<file path="src/rtl/iterative_divider_pkg.sv">
// Shared definitions for the restoring divider: FSM encoding, default width
// and the width of the step counter.
package iterative_divider_pkg;

  localparam int DATA_SIZE = 32;

  typedef enum logic [1:0] {
    IDLE = 2'd0,
    CALC = 2'd1,
    FIX  = 2'd2
  } state_t;

  function automatic int cnt_width(input int n);
    return (n < 2) ? 1 : $clog2(n);
  endfunction

  localparam int CNT_W = cnt_width(DATA_SIZE);

endpackage

</file>
<file path="src/rtl/iterative_divider_div_step.sv">
// One restoring-division step, purely combinational: shift in a dividend bit,
// trial-subtract the divisor with a borrow bit, keep the difference if non-negative.
module div_step #(
  parameter int W = 32
) (
  input  logic [W-1:0] rem,
  input  logic [W-1:0] divisor,
  input  logic         in_bit,
  output logic [W-1:0] rem_nx,
  output logic         q_bit
);

  logic [W:0]   shifted;
  logic [W+1:0] diff;
  logic [W:0]   sel;
  logic         unused_sel_msb;

  assign shifted = {rem, in_bit};
  assign diff    = {1'b0, shifted} - {2'b00, divisor};
  assign q_bit   = ~diff[W+1];

  // Whichever value survives is below the divisor, so its top bit is always 0.
  assign sel            = q_bit ? diff[W:0] : shifted;
  assign rem_nx         = sel[W-1:0];
  assign unused_sel_msb = sel[W];

endmodule

</file>
<file path="src/rtl/iterative_divider.sv">
// Multi-cycle restoring DIV/DIVU: one quotient bit per clock, Data_Size+1 cycles
// from START to DONE (1 for divide-by-zero); START is ignored while BUSY.
module iterative_divider
  import iterative_divider_pkg::*;
#(
  parameter int Data_Size = DATA_SIZE
) (
  input  logic                 CLK,
  input  logic                 RST,
  input  logic                 START,
  input  logic                 SIGNED_OP,
  input  logic [Data_Size-1:0] INPUT_A,
  input  logic [Data_Size-1:0] INPUT_B,
  output logic                 BUSY,
  output logic                 DONE,
  output logic                 DIV_BY_ZERO,
  output logic [Data_Size-1:0] OUTPUT_Q,
  output logic [Data_Size-1:0] OUTPUT_R
);

  localparam int W  = Data_Size;
  localparam int CW = cnt_width(Data_Size);

  state_t         state, state_nx;
  logic [CW-1:0]  cnt;
  logic [W-1:0]   rem;
  logic [W-1:0]   quo;
  logic [W-1:0]   dvs;
  logic           q_neg;
  logic           r_neg;
  logic           dbz;

  logic           accept;
  logic           b_zero;
  logic           a_neg;
  logic           b_neg;
  logic [W-1:0]   a_mag;
  logic [W-1:0]   b_mag;
  logic [W-1:0]   rem_nx;
  logic           q_bit;

  assign a_neg  = SIGNED_OP & INPUT_A[W-1];
  assign b_neg  = SIGNED_OP & INPUT_B[W-1];
  assign a_mag  = a_neg ? -INPUT_A : INPUT_A;
  assign b_mag  = b_neg ? -INPUT_B : INPUT_B;
  assign b_zero = (INPUT_B == '0);

  // The DONE cycle is already IDLE but still counts as busy.
  assign accept = (state == IDLE) & START & ~DONE;
  assign BUSY   = (state != IDLE) | DONE;

  div_step #(.W(W)) u_step (
    .rem     (rem),
    .divisor (dvs),
    .in_bit  (quo[W-1]),
    .rem_nx  (rem_nx),
    .q_bit   (q_bit)
  );

  always_ff @(posedge CLK or posedge RST) begin
    if (RST) state <= IDLE;
    else     state <= state_nx;
  end

  always_comb begin
    state_nx = state;
    case (state)
      IDLE:    if (accept) state_nx = b_zero ? FIX : CALC;
      CALC:    if (cnt == '0) state_nx = FIX;
      FIX:     state_nx = IDLE;
      default: state_nx = IDLE;
    endcase
  end

  always_ff @(posedge CLK or posedge RST) begin
    if (RST) begin
      cnt         <= '0;
      rem         <= '0;
      quo         <= '0;
      dvs         <= '0;
      q_neg       <= 1'b0;
      r_neg       <= 1'b0;
      dbz         <= 1'b0;
      DONE        <= 1'b0;
      DIV_BY_ZERO <= 1'b0;
      OUTPUT_Q    <= '0;
      OUTPUT_R    <= '0;
    end else begin
      DONE <= 1'b0;
      case (state)
        IDLE: begin
          if (accept) begin
            rem <= '0;
            cnt <= CW'(Data_Size - 1);
            dbz <= b_zero;
            // On divide-by-zero the raw dividend rides in quo to become the remainder.
            if (b_zero) begin
              quo   <= INPUT_A;
              dvs   <= '0;
              q_neg <= 1'b0;
              r_neg <= 1'b0;
            end else begin
              quo   <= a_mag;
              dvs   <= b_mag;
              q_neg <= a_neg ^ b_neg;
              r_neg <= a_neg;
            end
          end
        end
        CALC: begin
          rem <= rem_nx;
          quo <= {quo[W-2:0], q_bit};
          cnt <= cnt - CW'(1);
        end
        FIX: begin
          DONE        <= 1'b1;
          DIV_BY_ZERO <= dbz;
          if (dbz) begin
            OUTPUT_Q <= '1;
            OUTPUT_R <= quo;
          end else begin
            OUTPUT_Q <= q_neg ? -quo : quo;
            OUTPUT_R <= r_neg ? -rem : rem;
          end
        end
        default: ;
      endcase
    end
  end

endmodule

</file>
<file path="config.mk">
export PLATFORM = sky130hd
export DESIGN_NAME = iterative_divider
export DESIGN_NICKNAME = d
export VERILOG_FILES = /design/src/rtl/iterative_divider_pkg.sv /design/src/rtl/iterative_divider_div_step.sv /design/src/rtl/iterative_divider.sv
export SDC_FILE = /design/constraint.sdc
export NUM_CORES = 1
export LEC_CHECK = 0
export CAP_MARGIN = 15
export CORE_ASPECT_RATIO = 1.2
export CORE_MARGIN = 3
export CORE_UTILIZATION = 26
export DETAILED_ROUTE_END_ITERATION = 7
export PLACE_DENSITY = 0.52
export SKIP_LAST_GASP = 1
export SLEW_MARGIN = 40
export SYNTH_ARGS = -nofsm -noshare
export SYNTH_HDL_FRONTEND = slang
export SYNTH_SLANG_ARGS = --single-unit
export TNS_END_PERCENT = 20
</file>
<file path="constraint.sdc">
create_clock -name CLK -period 14.45 [get_ports CLK]
set_input_delay 1.445 -clock CLK [delete_from_list [all_inputs] [get_ports CLK]]
set_output_delay 1.445 -clock CLK [all_outputs]
set_load 0.03 [all_outputs]
</file>
==> results of run 1 <==
## per-stage QoR
step	util	cells	setup WS (ps)	cell area, um2
after floorplan	-	1350	8345	11390
after global placement	0.3073	1970	9676	13210
after detailed placement	0.3079	1970	9593	13240
after CTS	0.3236	2002	10080	13910
after global routing	0.3239	2002	9828	13930
final	0.3239	2002	10080	13930
## per-layer routing
layer	vias up	part of all wire	wire length, um
met3	35	0.036	1232
met2	187	0.48	16310
li1	4988	-	-
met5	-	0	0
met4	0	0.025	855
met1	4661	0.46	15390
## state kept, by name, indices dropped and copies added (netlist names)
| register | cells |
|---|---|
| DIV_BY_ZERO | 1 |
| DONE | 1 |
| OUTPUT_Q | 32 |
| OUTPUT_R | 32 |
| cnt | 5 |
| dbz | 1 |
| dvs | 32 |
| q_neg | 1 |
| quo | 32 |
| r_neg | 1 |
| rem | 32 |
| state | 2 |
## cells in the mapped netlist (7+ instances only)
| cell type | count |
|---|---|
| dfrtp_1 | 172 |
| o21ai_0 | 151 |
| nand2_1 | 137 |
| a21oi_1 | 115 |
| nor2_1 | 94 |
| xor2_1 | 86 |
| inv_1 | 64 |
| clkbuf_1 | 62 |
| xnor2_1 | 58 |
| nand3_1 | 51 |
| ha_1 | 38 |
| a22oi_1 | 28 |
| o31ai_1 | 28 |
| mux2i_1 | 26 |
| nor3_1 | 25 |
| a31oi_1 | 16 |
| or3_1 | 15 |
| nor4_1 | 13 |
| o211ai_1 | 12 |
| o21ai_1 | 11 |
| a21o_1 | 10 |
| and3_1 | 10 |
| or4_1 | 10 |
| o41ai_1 | 9 |
| a211oi_1 | 8 |
| nand2b_1 | 7 |
| nor2b_1 | 7 |
## critical path, delay by kind of cell
| kind | cells | cell delay [ps] |
|---|---|---|
| fa+ha+maj | 1 | 150 |
| xor+xnor | 1 | 160 |
| buf+inv | 2 | 510 |
| simple gates | 6 | 2310 |
| compound gates | 1 | 90 |
## power breakdown
group / switching (mW) / internal, mW
logic: 1.01 / 0.767
registers: 0.258 / 0.668
clock network: 0.208 / 0.323
## cell families (layout without fill, tap and decap cells)
group,count (synthesis),count (layout),share of synthesized area
DFF,172,172,0.3779
xor gates and xnor gates,144,144,0.1107
AOI/OAI and AO/OA,426,426,0.2244
and+or+nand+nor,401,401,0.1703
muxes,27,27,0.02384
adders and majority gates,39,39,0.04350
buffers and inverters,141,241,0.04943
## layout make-up
type                    instances  area, um2
clock inverters                12      207.7
well taps                     552      690.7
fillers                      4569      29070
clock buffers                  20      466.7
flip-flops and latches        172       4307
inverters                      64      247.7
multi-input cells            1037       6579
repair buffers                145       1428
## worst min path at each step
stage / end / cells past startpoint
CTS: OUTPUT_R[17] / 2
global placement: dvs[23] / 2
global route: dvs[24] / 2
floorplan: dvs[10] / 2
detailed placement: OUTPUT_R[17] / 2
finish: OUTPUT_R[17] / 2
==> metrics.csv, run 1 <==
stage,metric,value,unit
run_status,status,finished clean,
detailed_routing,via count,9871,
setup_path,critical path launch point type,input port,
timing,Period minus WS final,4370,ps
clocking,clock tree buffer depth,2,
grt,largest net degree at the start of global routing,101,
grt,vias in the first global route,9876,
floorplanning,die span in x,197.1,um
setup_path,"reg-to-reg slack, setup",10630,ps
power_and_ir_drop,power density cells,231.9,nW/um2
clocking,CTS H-tree depth,4,
timing,Finish-stage setup viols,0,
timing,Min Hold Slack,473.5,ps
setup_path,slowest CP cell,nor4_4,
logic_synthesis,net count after synthesis,1457,
logic_synthesis,cells after synthesis,1350,
logic_synthesis,count of state elements after synthesis,172,
power_and_ir_drop,Worst IR Drop VDD,0.1086,mV
grt,met3 Resource Use GR,0.02376,
floorplanning,Starting Density,0.2649,
logic_synthesis,area share of the largest cell type after synthesis,0.3779,
final_layout,"most common cell after layout, fill and taps aside",dfrtp_1,
grt,met1 Use GR,0.1869,
setup_path,worst endpoint data arrival time,4670,ps
grt,initial antenna violation count,0,
run,max-cap viol count,0,
clocking,Resized Gates After CTS,0,
timing,final hold vios,0,
power_and_ir_drop,Final Total Pwr,3.229,mW
logic_synthesis,Post-Syn Area per Cell,8.438,um2
setup_path,max incr delay on CP,530,ps
final_layout,nets,1544,
floorplanning,die height,235.3,um
final_layout,layout cells sized above 1,0.05310,
clocking,TritonCTS sink count,172,
timing,Rel. slew slack,0.4643,
timing,Worst Tran Pin Value,801.5,ps
setup_path,CP Max Fanout,15,
grt,gr busiest metal,met2,
floorplanning,CORE AREA,42990,um2
detailed_routing,DRC,0,
logic_synthesis,"Cell Area, Synth",11390,um2
timing,Post-Route Setup TNS,0,ps
logic_synthesis,number of synthesized flops with an enable pin,0,
clocking,CTS tree,yes,
clocking,clock root buffer master,clkbuf_16,
grt,met2 Usage GRT,0.2476,
placement,Port-buffer cells,134,
logic_synthesis,ys async rst share,1.000,
grt,gr usage total,0.1466,
worst_hold_path,worst hold path class,reg -> reg,
timing,Final Slew Violations,0,
timing,fmax,228.8,MHz
final_layout,n_diodes,0,
logic_synthesis,synth unique cells,66,
detailed_routing,DR iter-0 viols,639,
detailed_routing,post-DR wirelength/cell,16.88,um
clocking,setup bufs post-CTS,0,
timing,unrepaired setup endpoints after global routing,false,
setup_path,Setup CP Type,in -> reg,
floorplanning,die footprint,46370,um2
grt,GRT overflow,0,
placement,GP Congestion,0.8332,
floorplanning,IO Count,135,
placement,hpwl dp,25.68,mm
clocking,CTS Buf Count,17,
detailed_routing,DR pass1 iterations,5,
setup_path,crit path capture,quo[28],
clocking,"Clk Latency, worst-skew pair",450,ps
logic_synthesis,Ys Warns,0,
logic_synthesis,post-synth top area cell,dfrtp_1,
floorplanning,# rows,83,
setup_path,crit end category,flop,
detailed_routing,Via density,4.931,
worst_hold_path,Hold Crit Start,OUTPUT_R[17],
setup_path,R2R Path Start,dvs[1],
grt,first-pass GRT wire length,54.58,mm
setup_path,r2r endpoint,rem[26],
logic_synthesis,"Primary FF master, synth",dfrtp_1,
final_layout,P&R area growth vs syn,22.25,%
logic_synthesis,synth top area cells,"dfrtp_1 (38%), o21ai_0 (6.6%), xor2_1 (6.6%)",
timing,period utilization,0.3024,
detailed_routing,Post-DRT Antenna Nets,0,
detailed_routing,Routed WL,33.79,mm
setup_path,worst endpoint required time,14750,ps
logic_synthesis,"Seq/Total Area, Yosys",0.3779,
clocking,Worst-path clk slew,70,ps
setup_path,crit path launch,INPUT_B[1],
clocking,cts hold-fix bufs,0,
setup_path,CP Cell Sequence,"clkdlybuf4s50_1, inv_1, ha_1, or3b_1, nor4_4, nand4_2, or3_4, nand3_1, nor2_1, xnor2_1, o21ai_0",
timing,clk_skew,7.149,ps
final_layout,highest-count cells in the layout ignoring fill and taps,"dfrtp_1 (170), o21ai_0 (151), nand2_1 (136), clkdlybuf4s50_1 (134), a21oi_1 (115)",
power_and_ir_drop,P_leak,5.661,nW
setup_path,Register-to-Register Path Depth,12,
(Power assumes the default switching activity.)
==> inputs of run 2 (changes only) <==
PLACE_DENSITY = 0.54   (was 0.52)
clock period = 3.95 ns   (was 14.45 ns; I/O delays follow)
==> metrics.csv, run 2 (synthesized netlist as in run 1, its figures left out) <==
stage,metric,value,unit,change
setup_path,critical path launch point type,flop,,
setup_path,r2r endpoint,rem[3],,
final_layout,area of the multi-input gates,6551,um2,-0.42%
final_layout,P&R area growth vs syn,23.33,%,
clocking,"Clk Latency, worst-skew pair",440,ps,about the same
clocking,CTS tree,yes,,
timing,clk_skew,9.818,ps,+2.669 ps
timing,period utilization,0.8244,,
grt,first-pass GRT wire length,55.34,mm,+1.4%
detailed_routing,via count,9989,,+1.2%
timing,Finish-stage setup viols,0,,unchanged
final_layout,layout cells sized above 1,0.06263,,+0.009524
grt,vias in the first global route,9895,,+0.19%
setup_path,worst endpoint data arrival time,3540,ps,-1130 ps
floorplanning,Starting Density,0.2649,,unchanged
final_layout,"most common cell after layout, fill and taps aside",dfrtp_1,,
run,max-cap viol count,0,,unchanged
placement,GP Congestion,0.8570,,+2.9%
clocking,CTS Buf Count,17,,unchanged
floorplanning,# rows,83,,unchanged
setup_path,R2R Path Start,rem[9],,
setup_path,"reg-to-reg slack, setup",690,ps,-9940 ps
final_layout,highest-count cells in the layout ignoring fill and taps,"dfrtp_1 (170), o21ai_0 (151), nand2_1 (136), clkdlybuf4s50_1 (134), a21oi_1 (115)",,
timing,unrepaired setup endpoints after global routing,false,,
placement,hpwl dp,26.46,mm,+3.1%
clocking,Worst-path clk slew,70,ps,about the same
detailed_routing,DRC,0,,unchanged
clocking,clock tree buffer depth,2,,unchanged
setup_path,worst endpoint required time,4240,ps,-10510 ps
setup_path,crit end category,flop,,
grt,largest net degree at the start of global routing,80,,-21%
detailed_routing,Via density,4.943,,+0.24%
clocking,Resized Gates After CTS,0,,unchanged
detailed_routing,Routed WL,34.13,mm,+1.0%
timing,final hold vios,0,,unchanged
final_layout,Seq. cell area,4307,um2,unchanged
power_and_ir_drop,Worst IR Drop VDD,0.3276,mV,+200%
clocking,setup bufs post-CTS,0,,unchanged
grt,initial antenna violation count,0,,unchanged
floorplanning,die span in x,197.1,um,unchanged
timing,Rel. slew slack,0.4760,,+0.01169
setup_path,Register-to-Register Path Depth,10,,-2
detailed_routing,DR iter-0 viols,521,,-18%
final_layout,fill count,4524,,-0.98%
timing,Worst Tran Pin Value,778.8,ps,-22.69 ps
floorplanning,die height,235.3,um,unchanged
timing,fmax,307.1,MHz,
power_and_ir_drop,P_leak,5.730,nW,+1.2%
worst_hold_path,worst hold path class,in -> async,,
detailed_routing,DR pass1 iterations,7,,+2
clocking,clock root buffer master,clkbuf_16,,
power_and_ir_drop,Final Total Pwr,11.77,mW,+260%
final_layout,nets,1563,,+1.2%
detailed_routing,post-DR wirelength/cell,16.89,um,about the same
timing,Final Slew Violations,0,,unchanged
floorplanning,die footprint,46370,um2,unchanged
clocking,CTS H-tree depth,4,,unchanged
setup_path,CP Max Fanout,17,,+2
grt,gr usage total,0.1482,,+0.001618
clocking,TritonCTS sink count,172,,unchanged
detailed_routing,Post-DRT Antenna Nets,0,,unchanged
final_layout,n_diodes,0,,unchanged
timing,Period minus WS final,3256,ps,
grt,GRT overflow,0,,unchanged
setup_path,Setup CP Type,reg -> reg,,
final_layout,"Core Util, Final",0.3268,,+0.002852
clocking,cts hold-fix bufs,0,,unchanged
run_status,status,finished clean,,
placement,Port-buffer cells,134,,unchanged
floorplanning,IO Count,135,,unchanged
power_and_ir_drop,power density cells,837.8,nW/um2,+260%
floorplanning,CORE AREA,42990,um2,unchanged
timing,Post-Route Setup TNS,0,ps,unchanged
run 2: cell types whose count changed in the layout (fill, tap and decap cells not counted), sizes merged:
cell | before | now
buf | 11 | 30
bufinv | 5 | 2
clkbuf | 20 | 19
clkinv | 1 | 3
clkinvlp | 3 | 7
inv | 67 | 65
run 2: cell type report:
| type | instances | area share |
|---|---|---|
| Clock inverter | 13 | 0.01006 |
| Tap cell | 552 | 0.04916 |
| Timing Repair Buffer | 164 | 0.1183 |
| Multi-Input combinational cell | 1037 | 0.4663 |
| Inverter | 64 | 0.01737 |
| Clock buffer | 19 | 0.03224 |
| Sequential cell | 172 | 0.3066 |
run 2: worst max-delay path, stage by stage (launching register included):
cell and delay (ps):
dfrtp_1 480, ha_1 400, a211oi_1 360, o211ai_1 150, a41oi_1 330, nor3b_1 400, a21oi_1 170, nand2b_1 300
buf_12 230, mux2i_1 170, o21ai_0 100
run 2: per-layer routing:
layer / vias to the layer above / track usage / share of wire
met1: 4707 / 0.1923 / 0.45
li1: 5031 / - / -
met3: 44 / 0.02534 / 0.039
met2: 207 / 0.2522 / 0.49
met5: - / 0 / 0
met4: 0 / 0.04473 / 0.021
run 2: worst max path at each step:
stage / start / end / slack (ps)
after floorplan: rem[0] / rem[7] / 1080
after CTS: dvs[1] / rem[26] / 640
final: rem[9] / rem[3] / 690
after global routing: rem[0] / rem[26] / 450
after global placement: INPUT_B[1] / quo[1] / 490
after detailed placement: INPUT_B[1] / quo[26] / 470
run 2: through the flow:
step	setup slack (ps)	hold WS (ps)	std cells	area [um2]
2_1_floorplan	1079	449.8	1350	11390
3_3_place_gp	486.7	461.9	1987	13400
3_5_place_dp	469.4	466.9	1989	13450
4_1_cts	638.0	389.8	2021	14050
5_1_grt	448.1	408.5	2021	14050
6_report	693.7	387.7	2021	14050
run 2: where the power goes:
group	leakage, nW	internal, mW	switching (mW)
clock	0.274	0.967	0.759
combinational	3.40	2.92	3.72
sequential	2.05	2.44	0.957
==> inputs of run 3 (changes only) <==
clock period = 2.73 ns   (was 3.95 ns; I/O delays follow)
==> metrics.csv, run 3 (synthesized netlist as in run 1, its figures left out) <==
stage,metric,value,unit,change
clocking,CTS tree,yes,,
clocking,CTS H-tree depth,4,,unchanged
final_layout,highest-count cells in the layout ignoring fill and taps,"buf_4 (201), dfrtp_1 (170), nand2_1 (135), o21ai_0 (135), clkdlybuf4s50_1 (134)",,
floorplanning,Starting Density,0.2649,,unchanged
floorplanning,die span in x,197.1,um,unchanged
setup_path,cell mode on critical path,o21ai_0,,
setup_path,Setup CP Type,in -> reg,,
timing,clk_skew,11.38,ps,+1.567 ps
setup_path,critical path launch point type,input port,,
final_layout,P&R area growth vs syn,40.54,%,
setup_path,CP Cell Sequence,"clkdlybuf4s50_1, inv_1, ha_1, or3b_1, nor4_4, buf_4, nand4_2, or3_4, and3_4, o21ai_0, xor2_1, o21ai_0",,
timing,Worst Tran Pin Value,693.6,ps,-85.13 ps
setup_path,"CP delay by family, top",simple AND/OR/NAND/NOR gates,,
setup_path,crit path launch,INPUT_B[0],,
timing,fmax,360.6,MHz,
grt,initial antenna violation count,0,,unchanged
floorplanning,# rows,83,,unchanged
floorplanning,IO Count,135,,unchanged
grt,first-pass GRT wire length,58.60,mm,+5.9%
final_layout,"most common cell after layout, fill and taps aside",buf_4,,
detailed_routing,DR iter-0 viols,732,,+40%
setup_path,R2R Path Start,rem[17],,
grt,vias in the first global route,10797,,+9.1%
setup_path,CP Max Fanout,17,,unchanged
setup_path,WP buf/inv,3,,+2
run_status,status,"complete, but fails checks",,
setup_path,r2r endpoint,OUTPUT_R[28],,
detailed_routing,Post-DRT Antenna Nets,0,,unchanged
power_and_ir_drop,P_leak,6.769,nW,+18%
floorplanning,CORE AREA,42990,um2,unchanged
final_layout,area of the multi-input gates,6957,um2,+6.2%
clocking,CTS Buf Count,17,,unchanged
clocking,clock tree buffer depth,2,,unchanged
grt,largest net degree at the start of global routing,54,,-33%
placement,Port-buffer cells,134,,unchanged
detailed_routing,DR pass1 iterations,5,,-2
setup_path,max incr delay on CP,430,ps,-50 ps
final_layout,Seq. cell area,4307,um2,unchanged
final_layout,fill count,4404,,-2.7%
detailed_routing,post-DR wirelength/cell,16.60,um,-1.7%
timing,period utilization,1.016,,
setup_path,worst endpoint data arrival time,3090,ps,-450 ps
clocking,Worst-path clk slew,70,ps,about the same
power_and_ir_drop,Worst IR Drop VDD,0.4697,mV,+43%
clocking,clock root buffer master,clkbuf_16,,
run,max-cap viol count,0,,unchanged
grt,GRT overflow,0,,unchanged
worst_hold_path,worst hold path class,in -> async,,
detailed_routing,DRC,0,,unchanged
timing,unrepaired setup endpoints after global routing,true,,
setup_path,Register-to-Register Path Depth,8,,-2
final_layout,layout cells sized above 1,0.2019,,+0.1393
power_and_ir_drop,Final Total Pwr,20.36,mW,+73%
final_layout,nets,1753,,+12%
placement,GP Congestion,0.8648,,+0.91%
timing,Rel. slew slack,0.5371,,+0.06103
run_status,failing checks,negative setup slack,,
placement,hpwl dp,28.58,mm,+8.0%
timing,Min Hold Slack,394.6,ps,+6.877 ps
timing,Finish-stage setup viols,10,,+10
timing,Final Slew Violations,0,,unchanged
detailed_routing,Via density,4.896,,-0.95%
setup_path,"reg-to-reg slack, setup",-40,ps,-740 ps
timing,final hold vios,0,,unchanged
setup_path,worst endpoint required time,3040,ps,-1200 ps
timing,Period minus WS final,2773,ps,
timing,Final Worst Setup Slack,-43.46,ps,-737.2 ps
setup_path,crit end category,flop,,
clocking,TritonCTS sink count,172,,unchanged
final_layout,"Core Util, Final",0.3724,,+0.04560
clocking,"Clk Latency, worst-skew pair",440,ps,about the same
power_and_ir_drop,power density cells,1272,nW/um2,+52%
final_layout,n_diodes,0,,unchanged
floorplanning,die height,235.3,um,unchanged
detailed_routing,Routed WL,36.71,mm,+7.6%
detailed_routing,via count,10824,,+8.4%
grt,gr usage total,0.1567,,+0.008434
floorplanning,die footprint,46370,um2,unchanged
setup_path,slowest CP cell,or3_4,,
==> run 3: worst max path at each step <==
stage	end	slack (ps)	depth (start not counted)
after floorplan	rem[7]	-140	11
after global placement	rem[15]	-480	12
after detailed placement	rem[22]	-540	12
after CTS	rem[3]	-50	14
after global routing	rem[28]	-240	13
final	quo[10]	-40	12
==> run 3: layer usage <==
metal | global-route usage | part of all wire
met5 | 0 | 0
met4 | 0.04646 | 0.020
met3 | 0.02119 | 0.035
met2 | 0.2774 | 0.51
met1 | 0.1979 | 0.44
==> run 3: timing repair <==
action | in CTS | in global routing
endpoints found under the setup margin | 47 | 89
endpoints found under the hold margin | 0 | 0
hold buffers | 0 | 0
buffers inserted | 6 | 11
pin swaps | 18 | 26
gates resized for setup | 34 | 62
cloned | 1 | 0
==> run 3: final cells by class <==
type / instances / area share
clock buffer: 19 / 0.02829
clock inverter: 13 / 0.01188
inverter: 64 / 0.01524
multi-input combinational: 1037 / 0.4345
sequential: 172 / 0.2690
tap: 552 / 0.04314
timing repair buffer: 354 / 0.1979
==> run 3: per-stage QoR <==
stage | cells | setup slack (ps) | TNS [ps] | area (um2)
floorplan | 1350 | -140.9 | -2156 | 11390
global placement | 2162 | -482.4 | -24750 | 14780
detailed placement | 2162 | -535.8 | -25260 | 14780
CTS | 2201 | -51.30 | -788.8 | 15640
global route | 2211 | -237.0 | -7026 | 16010
finish | 2211 | -43.46 | -211.0 | 16010
==> run 3: tightest hold or removal path: cells and delay by family <==
family                 cells  cell delay, ps
buffers and inverters      3             930
==> run 3: power by group <==
part | switching, mW | internal (mW)
Sequential | 1.04 | 3.54
Clock | 1.11 | 1.59
Combinational | 6.74 | 6.34
Total | 8.89 | 11.5
